`src/rtl/pc_sequencer.sv`:
```
// Next-PC controller: owns the fetch PC and arbitrates sequential fetch, redirects, stalls and halt.
// Optional macro PC_MISALIGN_TRAP_EN turns misaligned branch targets into trap redirects.
module pc_sequencer #(
  parameter logic [31:0] RESET_VECTOR = 32'h0000_0000,
  parameter logic [31:0] TRAP_VECTOR  = 32'h0000_0100
) (
  input  logic        clk,
  input  logic        rst,
  input  logic        stall,
  input  logic        imem_ready,
  input  logic        br_taken,
  input  logic [31:0] br_target,
  input  logic        trap_req,
  input  logic        halt_req,
  input  logic        resume,
  output logic [31:0] pc,
  output logic [31:0] pc_next,
  output logic        if_valid,
  output logic        flush_if_id,
  output logic        flush_id_ex,
  output logic        halted,
  output logic        misalign,
  output logic [31:0] misalign_addr
);

  typedef enum logic [1:0] {BOOT, RUN, HOLD, HALT} state_t;

  state_t      state, next_state;
  logic [31:0] pend_target, pend_target_d;
  logic        pend_is_trap, pend_is_trap_d;
  logic [31:0] pc_next_int;
  logic        flush_int;
  logic        take_mis;
  logic [31:0] br_eff;
  logic        br_mis;
  logic [31:0] hold_target;
  logic        hold_trap;

`ifdef PC_MISALIGN_TRAP_EN
  assign br_mis = |br_target[1:0];
  assign br_eff = br_mis ? TRAP_VECTOR : br_target;
`else
  assign br_mis = 1'b0;
  assign br_eff = {br_target[31:2], 2'b00};
`endif

  always_ff @(posedge clk) begin
    if (rst) state <= BOOT;
    else     state <= next_state;
  end

  always_comb begin
    next_state = state;
    case (state)
      BOOT: next_state = RUN;
      RUN: begin
        if (trap_req || br_taken) next_state = imem_ready ? RUN : HOLD;
        else if (halt_req)        next_state = HALT;
      end
      HOLD: if (imem_ready) next_state = RUN;
      HALT: if (resume)     next_state = RUN;
      default: next_state = BOOT;
    endcase
  end

  // A misaligned target promoted to TRAP_VECTOR is tracked as a trap so later branches cannot displace it.
  always_comb begin
    pc_next_int    = pc;
    flush_int      = 1'b0;
    take_mis       = 1'b0;
    pend_target_d  = pend_target;
    pend_is_trap_d = pend_is_trap;
    hold_target    = pend_target;
    hold_trap      = pend_is_trap;
    case (state)
      RUN: begin
        if (trap_req) begin
          flush_int = 1'b1;
          if (imem_ready) pc_next_int = TRAP_VECTOR;
          else begin
            pend_target_d  = TRAP_VECTOR;
            pend_is_trap_d = 1'b1;
          end
        end else if (br_taken) begin
          flush_int = 1'b1;
          take_mis  = br_mis;
          if (imem_ready) pc_next_int = br_eff;
          else begin
            pend_target_d  = br_eff;
            pend_is_trap_d = br_mis;
          end
        end else if (!halt_req && !stall && imem_ready) begin
          pc_next_int = pc + 32'd4;
        end
      end
      HOLD: begin
        if (trap_req) begin
          flush_int   = 1'b1;
          hold_target = TRAP_VECTOR;
          hold_trap   = 1'b1;
        end else if (br_taken && !pend_is_trap) begin
          flush_int   = 1'b1;
          take_mis    = br_mis;
          hold_target = br_eff;
          hold_trap   = br_mis;
        end
        if (imem_ready) begin
          pc_next_int    = hold_target;
          pend_target_d  = 32'd0;
          pend_is_trap_d = 1'b0;
        end else begin
          pend_target_d  = hold_target;
          pend_is_trap_d = hold_trap;
        end
      end
      default: ;
    endcase
  end

  assign pc_next     = rst ? RESET_VECTOR : pc_next_int;
  assign if_valid    = (state == RUN) & ~rst;
  assign flush_if_id = flush_int & ~rst;
  assign flush_id_ex = flush_int & ~rst;
  assign halted      = (state == HALT);

  always_ff @(posedge clk) begin
    if (rst) begin
      pc           <= RESET_VECTOR;
      pend_target  <= 32'd0;
      pend_is_trap <= 1'b0;
    end else begin
      pc           <= pc_next_int;
      pend_target  <= pend_target_d;
      pend_is_trap <= pend_is_trap_d;
    end
  end

`ifdef PC_MISALIGN_TRAP_EN
  always_ff @(posedge clk) begin
    if (rst) begin
      misalign      <= 1'b0;
      misalign_addr <= 32'd0;
    end else begin
      misalign <= take_mis;
      if (take_mis) misalign_addr <= br_target;
    end
  end
`else
  assign misalign      = 1'b0;
  assign misalign_addr = 32'd0;
`endif

endmodule

```
`config.mk`:
```
export PLATFORM = sky130hd
export DESIGN_NAME = pc_sequencer
export DESIGN_NICKNAME = d
export VERILOG_FILES = /design/src/rtl/pc_sequencer.sv
export SDC_FILE = /design/constraint.sdc
export NUM_CORES = 1
export LEC_CHECK = 0
export BUFFER_PORTS_ARGS = -buffer_cell sky130_fd_sc_hd__buf_2
export CAP_MARGIN = 40
export CORE_ASPECT_RATIO = 0.8
export CORE_MARGIN = 2
export CORE_UTILIZATION = 40
export CTS_BUF_LIST = sky130_fd_sc_hd__clkbuf_4 sky130_fd_sc_hd__clkbuf_8 sky130_fd_sc_hd__clkbuf_16
export CTS_CLUSTER_DIAMETER = 100
export DETAILED_ROUTE_END_ITERATION = 6
export GPL_ROUTABILITY_DRIVEN = 0
export PLACE_DENSITY_LB_ADDON = 0.2
export SYNTH_ARGS = -nofsm -noshare
export SYNTH_HDL_FRONTEND = slang
export SYNTH_SLANG_ARGS = --single-unit
export TNS_END_PERCENT = 10
```
`constraint.sdc`:
```
create_clock -name clk -period 4.8 [get_ports clk]
set_input_delay 0.96 -clock clk [delete_from_list [all_inputs] [get_ports clk]]
set_output_delay 0.96 -clock clk [all_outputs]
set_load 0.05 [all_outputs]
```
; ---- Yosys cells after proc, flatten, opt, wreduce, memory -nomap -nowiden
; Cells that the tools add are included.
[word_totals]
reg_bits = 67
latchBits = 0
ramBits = 0
romBits = 0
inputBits = 40
out_inout_bits = 101
memories = 0
[classes]
add_sub_neg = 1
multipliers = 0
n_div = 0
order_cmp = 0
eq_ne = 10
shift = 0
muxes = 35
bitwise = 3
n_reduce_logical = 12
[ops]
columns = op, count
row1 = $mux W32, 14
row2 = $pmux W32 S2, 2
row3 = $add A32 B3 Y32 const B, 1
row4 = $ne A3 B3 Y1 const B, 4
row5 = $mux W1, 11
row6 = $mux W2, 5
row7 = $pmux W2 S4, 1
row8 = $reduce_and A5 Y1, 1
row9 = $eq A2 B2 Y1 const B, 2
row10 = $ne A2 B2 Y1 const B, 2
row11 = $ne A4 B4 Y1 const B, 1
row12 = $pmux W1 S2, 2
row13 = $reduce_and A4 Y1, 1
row14 = $logic_and A1 B1 Y1, 3
row15 = $logic_not A1 Y1, 3
row16 = $reduce_and A3 Y1, 1
row17 = $and A1 B1 Y1, 2
row18 = $eq A2 B1 Y1 const B, 1
row19 = $logic_not A2 Y1, 1
row20 = $reduce_bool A2 Y1, 1
row21 = $logic_or A1 B1 Y1, 1
row22 = $not A1 Y1, 1

; ---- Depth between registers and ports, before layout
[depth]
word_depth = 8
depth_mapped = 9

; ---- Least setup slack after synthesis
; No wires, ideal clock.
[synth_path]
path_type = in2out
start = input imem_ready
end = output pc_next[31]
arrival_ns = 3.464
t_required_ns = 3.840
path_slack_ns = 0.376
stages = 7
path_cell_list = buf_4 or3b_4 or3_1 buf_6 nor4b_4 mux2i_1 a211oi_1
[synth_between]
elab_chain_cells = 6
[synth_lines]
columns = element, line_no
row1 = from (decl), 10  ; input logic imem_ready,
row2 = $logic_and A1 B1 Y1, 92  ; end else if (!halt_req && !stall && imem_ready) begin
row3 = $mux W32, 92
row4 = $mux W32, 84  ; end else if (br_taken) begin
row5 = $mux W32, 77  ; if (trap_req) begin
row6 = $pmux W32 S2 (*), 75  ; case (state)
row7 = $mux W32 (*), --
row8 = to (decl), 17  ; output logic [31:0] pc_next,
; Mark *: on every way between the ends. The rest lies on a longest branch, timed or not.

; ---- Final worst setup path
[layout_path]
start = input imem_ready
end = output pc_next[30]
; The elaborated chain is that of the path after synthesis.

==> metrics.cfg <==
[synth]
ys_warn_count=0
synth_area_mm2=0.00522
ys_seq_area_share_pct=25.7
yosysTopAreaCell=dfxtp_1
yosys-top-cells-area=dfxtp_1 26%, nand2_1 5.8%, mux2i_1 5.6%
synthCells=715
yosysMostFrequentCell=nand2_1
netlist_top_cells_count=80 x nand2_1, 67 x dfxtp_1, 57 x clkbuf_1, 50 x nor2_1, 44 x o21ai_0
synth_edf_count=0
synth_flop_cell=dfxtp_1
synthArstFlopShare_pct=0
syn_area_per_cell_um2=7.30
synth_top_area_share_pct=25.7
synth_seq_cells=67
yosysUniqueCellTypes=70

[sta]
max_freq_mhz=232
final_max_slew_viol_count=0
setup_viol=0
finClkSkew_ps=7.62
finalCriticalPeriod_ps=4310
rsz0062_at_grt=false
slew_headroom_pct=47.7
finalHoldViolCount=0
tightestPinTransition_ps=779
fin_crit_sh_pct=89.8
finalSetupTns_ps=0

[clock_network]
numCtsBuffers=9
cts_setup_buffers=0
cts_tree=yes
cts_max_level=3
clk_pin_slew_ps=60
clockBufferDepth=2
root_buffer=clkbuf_16
ctsHoldBuffers=0
cts_sinks=67
cts_resized=0
clk_latency_ps=350

[global_routing]
grt_pass1_vias=5407
antenna_found_initial=0
grt.overflow.total=0
grt_use_total_pct=27.3
grt_max_degree=53
grt_pass1_wl_mm=30.1

[setup_path]
r2r-end=pend_target[22]$_SDFFE_PP0P_
reg2reg_slack_ps=2090
cp_slowest_cell=or4_1
crit_required_ps=3840
cp_cell_sequence=buf_2 -> nand4_1 -> or4_1 -> nor4_2 -> mux2_2 -> o211ai_1 -> buf_2
critPathMaxStageDelay_ps=700
cp_top_family=simple AND/OR/NAND/NOR gates
crit_path_start_kind=input pin
cp_common_cell=buf_2
worstRegToRegCells=10
crit_buf_inv=2
worstSetupPathType=input pin to primary output
cp_max_fo=13
rr_startpoint=state[0]$_SDFFE_PP0P_
critPathArrivalTime_ps=3350
crit_path_end_kind=primary output

[die]
dieArea_mm2=0.0140
rows=37
start_util_pct=40.7
fp.dieH_um=106
fp.coreArea_mm2=0.0128
num_io_pins=141
die_w_um=132

[run]
maxCapViolations=0

[route]
dr_wl_met2_mm=7.87
met1_length_mm=8.76
routed_wl_mm=19.0
firstDrtPassIters=5
drc_errors=0
highest_layer=met4
drtIter0Drc=912
detail-route-antenna-nets=0
vias_per_cell=6.20
met3_length_mm=2.10
vias=5958
post_drt_wl_per_cell_um=19.8

[final_layout]
final_area_mm2=0.00605
postLayoutCoreUtil_pct=47.2
num_antenna_cells=0
nets=825
fillers=1350
syn2layout_area_growth_pct=15.9
drive_gt1_share_pct=19.7

[placed_design]
place_area_mm2=0.00573
io_buffer_count=105
hpwl_mm=13.7

[pwr]
p_leak_nw=2.39
peakVddDrop_mv=0.172
powerDensity_mw_per_mm2=320
p_total_mw=1.94

[hold_path]
whs_path_depth=2
holdCritStartpoint=pend_target[31]$_SDFFE_PP0P_
min_to=pend_target[31]$_SDFFE_PP0P_
hold_class=flip-flop to flip-flop

[outcome]
status=completed

==> state kept, by name, summed over array words and instances, names as in the netlist <==
register and flops:
pc 32, pend_target 32, state 2, pend_is_trap 1
==> final cells by class <==
type | count | area (um^2) | area share, %
clock buffers | 15 | 289 | 4.77
clock inverters | 1 | 30.0 | 0.496
inverters | 18 | 67.6 | 1.12
multi-input cells | 560 | 3410 | 56.3
flip-flops and latches | 67 | 1340 | 22.2
well taps | 175 | 219 | 3.62
repair buffers | 125 | 696 | 11.5
==> where the power goes <==
part / internal, mW / switching, mW / leakage [nW]
combinational: 0.151 / 0.431 / 1.68
sequential: 0.601 / 0.0454 / 0.547
clock: 0.462 / 0.245 / 0.160
total: 1.21 / 0.721 / 2.39
==> cell usage in the layout (no fill, tap or decap), types with 11 or more instances in the layout <==
cell and instances:
o22ai_1 20, a221oi_1 12, nor2_1 50, nand3_1 22
mux2i_1 29, buf_4 19, inv_1 17, o221ai_1 11
a21oi_1 36, conb_1 33, nor3_1 35, a22oi_1 15
nand2_1 80, o21ai_0 44, buf_2 105, o311ai_0 18
dfxtp_1 67, nor2b_1 12, nand4_1 15
==> worst min-delay path, delay by kind of cell, from the launching register on <==
family | cells | cell delay (ps)
AO/OA/AOI/OAI | 1 | 50
AND/OR/NAND/NOR | 1 | 60
flip-flops | 1 | 320
==> how the worst max path moves through the flow <==
stage                           from           to  cells after the start
after floorplan           imem_ready  pc_next[31]                      7
after global placement    imem_ready  pc_next[30]                      7
after detailed placement  imem_ready  pc_next[30]                      7
after CTS                 imem_ready  pc_next[30]                      7
after global routing      imem_ready  pc_next[23]                      7
final                     imem_ready  pc_next[30]                      7
==> per-stage QoR <==
stage / instances / setup WS (ps) / hold WS, ps
2_1_floorplan: 747 / 376 / 443
3_5_place_dp: 945 / 535 / 470
3_3_place_gp: 944 / 546 / 453
6_report: 961 / 490 / 477
5_1_grt: 961 / 382 / 500
4_1_cts: 961 / 531 / 477
==> kinds of logic after synthesis <==
kind of cell | count (synthesis) | share of synthesized area [%]
adders and majority gates | 4 | 0.959
buffers and inverters | 120 | 11.4
muxes | 31 | 5.99
and+or+nand+nor | 265 | 25.6
xor gates and xnor gates | 5 | 0.839
AOI/OAI and AO/OA | 222 | 29.4
DFF | 67 | 25.7
other | 1 | 0.0718
==> layer usage <==
| layer | up-vias | GRT usage (%) |
|---|---|---|
| met5 | - | 0 |
| met4 | 0 | 7.61 |
| met3 | 25 | 7.82 |
| met2 | 355 | 38.4 |
| met1 | 2838 | 40.2 |
| li1 | 2740 | - |
(Power assumes the default switching activity.)
